File: src/rtl/ram_scan_pkg.sv
// Shared definitions for the RAM snapshot scanner: FSM encoding and default widths.
package ram_scan_pkg;

  localparam int DEFAULT_DATA_WIDTH    = 32;
  localparam int DEFAULT_ADDRESS_WIDTH = 12;

  typedef enum logic [1:0] {
    IDLE  = 2'd0,
    SCAN  = 2'd1,
    DRAIN = 2'd2
  } scan_state_t;

endpackage

File: src/rtl/ram_scan_ctrl.sv
// Shares a single-port RAM between the processor and a frame scanner that
// copies SCAN_COUNT consecutive words into a snapshot stream once per frame_start.
module ram_scan_ctrl
  import ram_scan_pkg::*;
#(
  parameter int DATA_WIDTH    = DEFAULT_DATA_WIDTH,
  parameter int ADDRESS_WIDTH = DEFAULT_ADDRESS_WIDTH,
  parameter int SCAN_BASE     = 1,
  parameter int SCAN_COUNT    = 8
) (
  input  logic                     clk,
  input  logic                     reset,
  input  logic                     cpu_en,
  input  logic                     cpu_wEn,
  input  logic [ADDRESS_WIDTH-1:0] cpu_addr,
  input  logic [DATA_WIDTH-1:0]    cpu_dataIn,
  output logic                     ram_wEn,
  output logic [ADDRESS_WIDTH-1:0] ram_addr,
  output logic [DATA_WIDTH-1:0]    ram_dataIn,
  input  logic [DATA_WIDTH-1:0]    ram_dataOut,
  input  logic                     frame_start,
  output logic                     snap_wr_en,
  output logic [7:0]               snap_idx,
  output logic [DATA_WIDTH-1:0]    snap_data,
  output logic                     scan_busy,
  output logic                     scan_done,
  output logic                     overrun,
  input  logic                     overrun_clr
);

  localparam logic [7:0]               LAST_IDX  = 8'(SCAN_COUNT - 1);
  localparam logic [ADDRESS_WIDTH-1:0] BASE_ADDR = ADDRESS_WIDTH'(SCAN_BASE);

  // Handshake: snap_wr_en is a pure valid strobe (no ready); each high cycle
  // carries exactly one word {snap_idx, snap_data}. scan_done follows the
  // cycle after the final word. The consumer cannot stall the scanner.

  scan_state_t state, state_nxt;
  logic [7:0]  issue_idx, issue_idx_nxt;
  logic        issue;
  logic        pend;
  logic [7:0]  pend_idx;
  logic        overrun_set;

  always_comb begin
    state_nxt     = state;
    issue_idx_nxt = issue_idx;
    issue         = 1'b0;
    case (state)
      IDLE: begin
        // A request landing on the scan_done cycle is an overrun, not a restart.
        if (frame_start && !scan_done) begin
          state_nxt     = SCAN;
          issue_idx_nxt = 8'd0;
        end
      end
      SCAN: begin
        if (!cpu_en) begin
          issue         = 1'b1;
          issue_idx_nxt = issue_idx + 8'd1;
          if (issue_idx == LAST_IDX) state_nxt = DRAIN;
        end
      end
      DRAIN:   state_nxt = IDLE;
      default: state_nxt = IDLE;
    endcase
  end

  // Processor always wins the port; the scanner only reads.
  always_comb begin
    ram_wEn    = 1'b0;
    ram_addr   = cpu_addr;
    ram_dataIn = cpu_dataIn;
    if (cpu_en) begin
      ram_wEn = cpu_wEn;
    end else if (issue) begin
      ram_addr = BASE_ADDR + ADDRESS_WIDTH'(issue_idx);
    end
  end

  assign scan_busy   = (state != IDLE);
  assign overrun_set = frame_start && ((state != IDLE) || scan_done);

  always_ff @(posedge clk or posedge reset) begin
    if (reset) begin
      state      <= IDLE;
      issue_idx  <= 8'd0;
      pend       <= 1'b0;
      pend_idx   <= 8'd0;
      snap_wr_en <= 1'b0;
      snap_idx   <= 8'd0;
      snap_data  <= '0;
      scan_done  <= 1'b0;
      overrun    <= 1'b0;
    end else begin
      state     <= state_nxt;
      issue_idx <= issue_idx_nxt;
      pend      <= issue;
      pend_idx  <= issue_idx;
      // RAM output reflects the read issued last cycle, whatever cpu_en is now.
      snap_wr_en <= pend;
      if (pend) begin
        snap_idx  <= pend_idx;
        snap_data <= ram_dataOut;
      end
      scan_done <= snap_wr_en && (snap_idx == LAST_IDX);
      if (overrun_set)      overrun <= 1'b1;
      else if (overrun_clr) overrun <= 1'b0;
    end
  end

endmodule

File: config.mk
export PLATFORM = sky130hd
export DESIGN_NAME = ram_scan_ctrl
export DESIGN_NICKNAME = d
export VERILOG_FILES = /design/src/rtl/ram_scan_pkg.sv /design/src/rtl/ram_scan_ctrl.sv
export SDC_FILE = /design/constraint.sdc
export NUM_CORES = 1
export LEC_CHECK = 0
export BUFFER_PORTS_ARGS = -buffer_cell sky130_fd_sc_hd__buf_2
export CAP_MARGIN = 40
export CORE_ASPECT_RATIO = 0.6
export CORE_MARGIN = 2
export CORE_UTILIZATION = 42
export CTS_CLUSTER_SIZE = 28
export DETAILED_ROUTE_END_ITERATION = 10
export GPL_TIMING_DRIVEN = 0
export HOLD_SLACK_MARGIN = 0.06
export PLACE_DENSITY = 0.78
export SYNTH_ARGS = -nofsm -noshare
export SYNTH_HDL_FRONTEND = slang
export SYNTH_SLANG_ARGS = --single-unit
File: constraint.sdc
create_clock -name clk -period 2.2 [get_ports clk]
set_clock_uncertainty 0.05 [all_clocks]
set_input_delay 0.22 -clock clk [delete_from_list [all_inputs] [get_ports clk]]
set_output_delay 0.22 -clock clk [all_outputs]
set_load 0.05 [all_outputs]
# Word level (Yosys, flattened, before mapping)
# Index checks and enable logic that the tools add are counted.
[word_totals] output_inout_bits=89 ff_bits=62 input_bits=82 mem_bits_rw=0 mem_bits_ro=0 memories=0 latchBits=0
[classes] n_eq_ne=6 reduce_logical=11 addsub=2 bitwise=0 n_shift=0 magnitude_cmp=0 div=0 multipliers=0 n_mux=14
[op_table] operator="$mux 12" n=2
[op_table] operator="$eq 8x3->1 const B" n=2
[op_table] operator="$mux 8" n=2
[op_table] operator="$pmux 8 s2" n=1
[op_table] operator="$add 1x8->9 const A" n=1
[op_table] operator="$add 8x1->8 const B" n=1
[op_table] operator="$mux 2" n=3
[op_table] operator="$ne 2x2->1 const B" n=3
[op_table] operator="$reduce_and 3->1" n=2
[op_table] operator="$reduce_bool 2->1" n=3
[op_table] operator="$mux 1" n=5
[op_table] operator="$pmux 2 s2" n=1
[op_table] operator="$logic_and 1x1->1" n=3
[op_table] operator="$eq 2x1->1 const B" n=1
[op_table] operator="$logic_not 2->1" n=1
[op_table] operator="$logic_not 1->1" n=1
[op_table] operator="$logic_or 1x1->1" n=1

# Longest topological paths before layout
[depth] ltp_word=4 mapped_depth=5

# Least setup slack after synthesis
# No wires, ideal clock.
[synth_path] path_type="reg-to-output" from="reg state[1]" to="out ram_addr[8]" required_ns=1.930 arrival_ns=2.201 stages_incl_launch_ff=4 path_buffers=1 setup_slack_ns=-0.271 path_cell_list="dfrtp_1 > or3b_1 > clkbuf_1 > o31ai_1"
[synth_via] elab_chain_cells=4
[synth_rtl] element="from (decl)" line_no="ram_scan_ctrl.sv:38" source="scan_state_t state, state_nxt;"
[synth_rtl] element="from (signal assigned)" line_no="ram_scan_ctrl.sv:96" source="state <= state_nxt;"
[synth_rtl] element="$eq 2x1->1" line_no="ram_scan_ctrl.sv:49" source="case (state)"
[synth_rtl] element="$mux 1" line_no="ram_scan_ctrl.sv:49"
[synth_rtl] element="$mux 12" line_no="ram_scan_ctrl.sv:76" source="end else if (issue) begin"
[synth_rtl] element="$mux 12" line_no="ram_scan_ctrl.sv:74" source="if (cpu_en) begin"
[synth_rtl] element="to (decl)" line_no="ram_scan_ctrl.sv:18" source="output logic [ADDRESS_WIDTH-1:0] ram_addr,"
# Every way passes these cells.

# Final worst setup path
[layout_path] from="reg state[1]" to="out ram_addr[5]"
# The elaborated chain is that of the path after synthesis.

==> results.py <==
metrics = {
    "routing": {
        "viasPerCell": 4.54,
        "wl_per_cell_um": 13.1,
        "drt-initial-drc-count": 90,
        "dr.pass1.iters": 4,
        "vias": 2176,
        "route.detailed.drc": 0,
        "drt_wl_total_um": 6290,
        "postRouteAntennaNets": 0,
    },
    "timing": {
        "timing.fmax_ghz": 0.465,
        "setup_slack_ns": 0.0497,
        "hold_viol": 0,
        "slew_viol_final": 0,
        "min_period_over_period_pct": 97.7,
        "rsz0062_at_grt": "yes",
        "worst_pin_slew_ns": 0.590,
        "setup-violations-final": 0,
        "finalSetupTns_ns": 0,
        "min_period_ns": 2.15,
        "slew_headroom_pct": 60.7,
    },
    "finish": {
        "fin_nets": 474,
        "n_antenna_cell": 0,
        "drive_above_1_share_pct": 63.3,
        "fin_area_um2": 4060,
        "area_growth_pct": 49.5,
        "final_core_util_pct": 65.6,
    },
    "power_and_ir_drop": {
        "pwr-share-seq_pct": 30.4,
        "leakage_uw": 0.00208,
        "internal-power_uw": 3370,
        "ir_drop_mv": 0.968,
        "switching_power_uw": 2970,
        "power_uw": 6340,
        "swShare_pct": 46.9,
        "pwr-share-comb_pct": 51.3,
        "p_clk_share_pct": 18.2,
        "powerDensity_nw_per_um2": 1560,
    },
    "critical_path": {
        "timing.rr.start": "issue_idx[0]",
        "path_cells": "or3b_4, or4_4, nand3_2, buf_8",
        "crit_fanout": 4,
        "start_kind": "flop",
        "ff2ff_path_depth": 5,
        "cp_data_required_time_ns": 1.93,
        "path_class": "reg2out",
        "critPathTopFamily": "simple AND/OR/NAND/NOR gates",
        "cp_data_arrival_time_ns": 1.88,
        "cp_slowest_cell": "or4_4",
        "ff2ff_setup_slack_ns": 0.43,
        "cp_num_buf_inv": 1,
        "critPathMaxStageDelay_ns": 0.51,
        "rr_endpoint": "state[0]",
        "end_kind": "primary output",
    },
    "synth": {
        "synth.area.top_cells": "dfrtp_1, mux2_2, buf_4, nand2_1, o211ai_1",
        "yosys.area.top_type": "dfrtp_1",
        "syn_area_per_cell_um2": 12.5,
        "synth_cell_types": 32,
        "yosysWarnings": 0,
        "ys_seq_elements": 62,
        "synth_fp_nets": 301,
        "synthCells": 217,
        "synth-main-ff-cell": "dfrtp_1",
        "synth_top_area_share_pct": 57.1,
        "synth_edf_count": 0,
        "ys_seq_area_share_pct": 57.1,
        "synthArstFlopShare_pct": 100,
        "synth_area_um2": 2720,
        "yosysMostFrequentCell": "dfrtp_1",
        "synth_common_cells": "dfrtp_1, mux2_2, buf_4",
    },
    "die": {
        "rows": 22,
        "core-area_um2": 6190,
        "die_w_um": 108,
        "initial_core_util_pct": 43.9,
        "dieArea_um2": 7150,
        "die_y_um": 66.3,
        "io-pin-count": 171,
    },
    "placement": {
        "dp_hpwl_um": 4510,
        "routabilityCongestion": 0.781,
        "placed_area_um2": 3540,
        "place_ws_ns": 0.157,
        "port_buffers": 138,
    },
    "clocking": {
        "clk_pin_slew_worst_paths_ns": 0.07,
        "cts_buffer_depth": 2,
        "ctsRootBufferMaster": "clkbuf_8",
        "htree_num_levels": 3,
        "cts_sinks": 62,
        "numCtsBuffers": 9,
        "cts_tree": "built",
        "clk_latency_ns": 0.33,
    },
    "min_path": {
        "min-delay-start": "ram_dataOut[23]",
        "holdPathStages": 2,
        "min_to": "snap_data[23]",
        "hold_path.class": "in2reg",
    },
    "grt": {
        "antenna_found_initial": 0,
        "track_usage_pct": 17.5,
        "globalRoute.totalOverflow": 0,
        "grt_max_degree": 38,
        "grt_pass1_vias": 1964,
        "grt_pass1_wl_um": 9380,
    },
    "outcome": {
        "status": "completed",
    },
    "flow_run": {
        "max_cap_viol_count": 0,
    },
}
-- per-stage QoR --
| stage | hold WS, ns | instances |
|---|---|---|
| finish | 0.0784 | 479 |
| global route | 0.0614 | 479 |
| CTS | 0.0606 | 467 |
| detailed placement | 0.266 | 440 |
| global placement | 0.359 | 439 |
| floorplan | 0.278 | 217 |
-- flip-flops by register name (all words and copies together) (netlist names) --
signal      cells
overrun         1
snap_idx        8
pend_idx        8
state           2
scan_done       1
pend            1
snap_data      32
snap_wr_en      1
issue_idx       8
-- what timing repair did --
item | in CTS | in global routing
pin swaps | 0 | 1
resized for setup | 12 | 18
endpoints found under the hold margin | 33 | 7
setup buffers | 2 | 5
hold buffers | 9 | 7
endpoints found under the setup margin | 8 | 8
-- cell families (layout without fill, tap and decap cells) --
kind of cell	after synthesis	after routing	synth area share (%)
mux	40	40	16.6
buf+inv	50	228	11.4
flops	62	62	57.1
compound gates	20	20	4.70
xor+xnor	3	3	0.967
simple gates	40	40	8.34
fa+ha+maj	2	2	0.921
-- worst max-delay path by stage --
stage / startpoint / to / slack [ns] / cells past startpoint
floorplan: state[1] / ram_addr[3] / -0.17 / 3
global placement: reset / issue_idx[4] / -0.29 / 2
detailed placement: state[1] / ram_addr[7] / 0.16 / 6
CTS: state[1] / ram_addr[6] / 0.00008 / 6
global route: issue_idx[0] / ram_addr[6] / -0.02 / 5
finish: state[1] / ram_addr[5] / 0.05 / 4
-- layout make-up --
cell class                      count  area [um2]
Sequential cell                    62        1560
Multi-Input combinational cell    105         896
Clock buffer                       12         135
Inverter                           12        47.5
Tap cell                           84         105
Clock inverter                      4        95.1
Buffer                             38         270
Timing Repair Buffer              162         957
Fill cell                         467        2130
-- power groups by stage --
stage	sequential [uW]	combinational, uW	clock [uW]
2_1_floorplan	3030	1250	0
3_3_place_gp	1930	3030	0
3_5_place_dp	1950	3060	0
4_1_cts	1930	3150	1180
5_1_grt	2000	3430	1240
6_report	1930	3260	1160
-- routing by layer --
metal	GRT usage, %	part of all wire, %	routed length (um)	vias up
met1	22.1	46	2900	1005
met5	0	0	0	-
li1	-	-	-	1065
met3	6.31	7.8	490	2
met2	27.7	46	2860	104
met4	6.73	0.54	34	0
-- layout by cell type (no fill, tap or decap), types with 2 or more instances in the layout --
cell,count
a21oi_1,2
ha_1,2
bufinv_16,3
or4b_1,2
dfrtp_2,3
xnor2_1,2
dlygate4sd3_1,16
nand3_2,2
nand3_1,5
o21ai_0,6
buf_2,132
clkbuf_8,9
o211ai_1,6
nand4_1,2
buf_1,3
or4_4,3
mux2_2,40
inv_1,10
nand2_1,12
dfrtp_1,59
clkbuf_1,4
nor4_1,2
and2_1,5
o22ai_1,2
buf_8,2
buf_4,43
No activity file was read; power rests on OpenSTA's default activity.
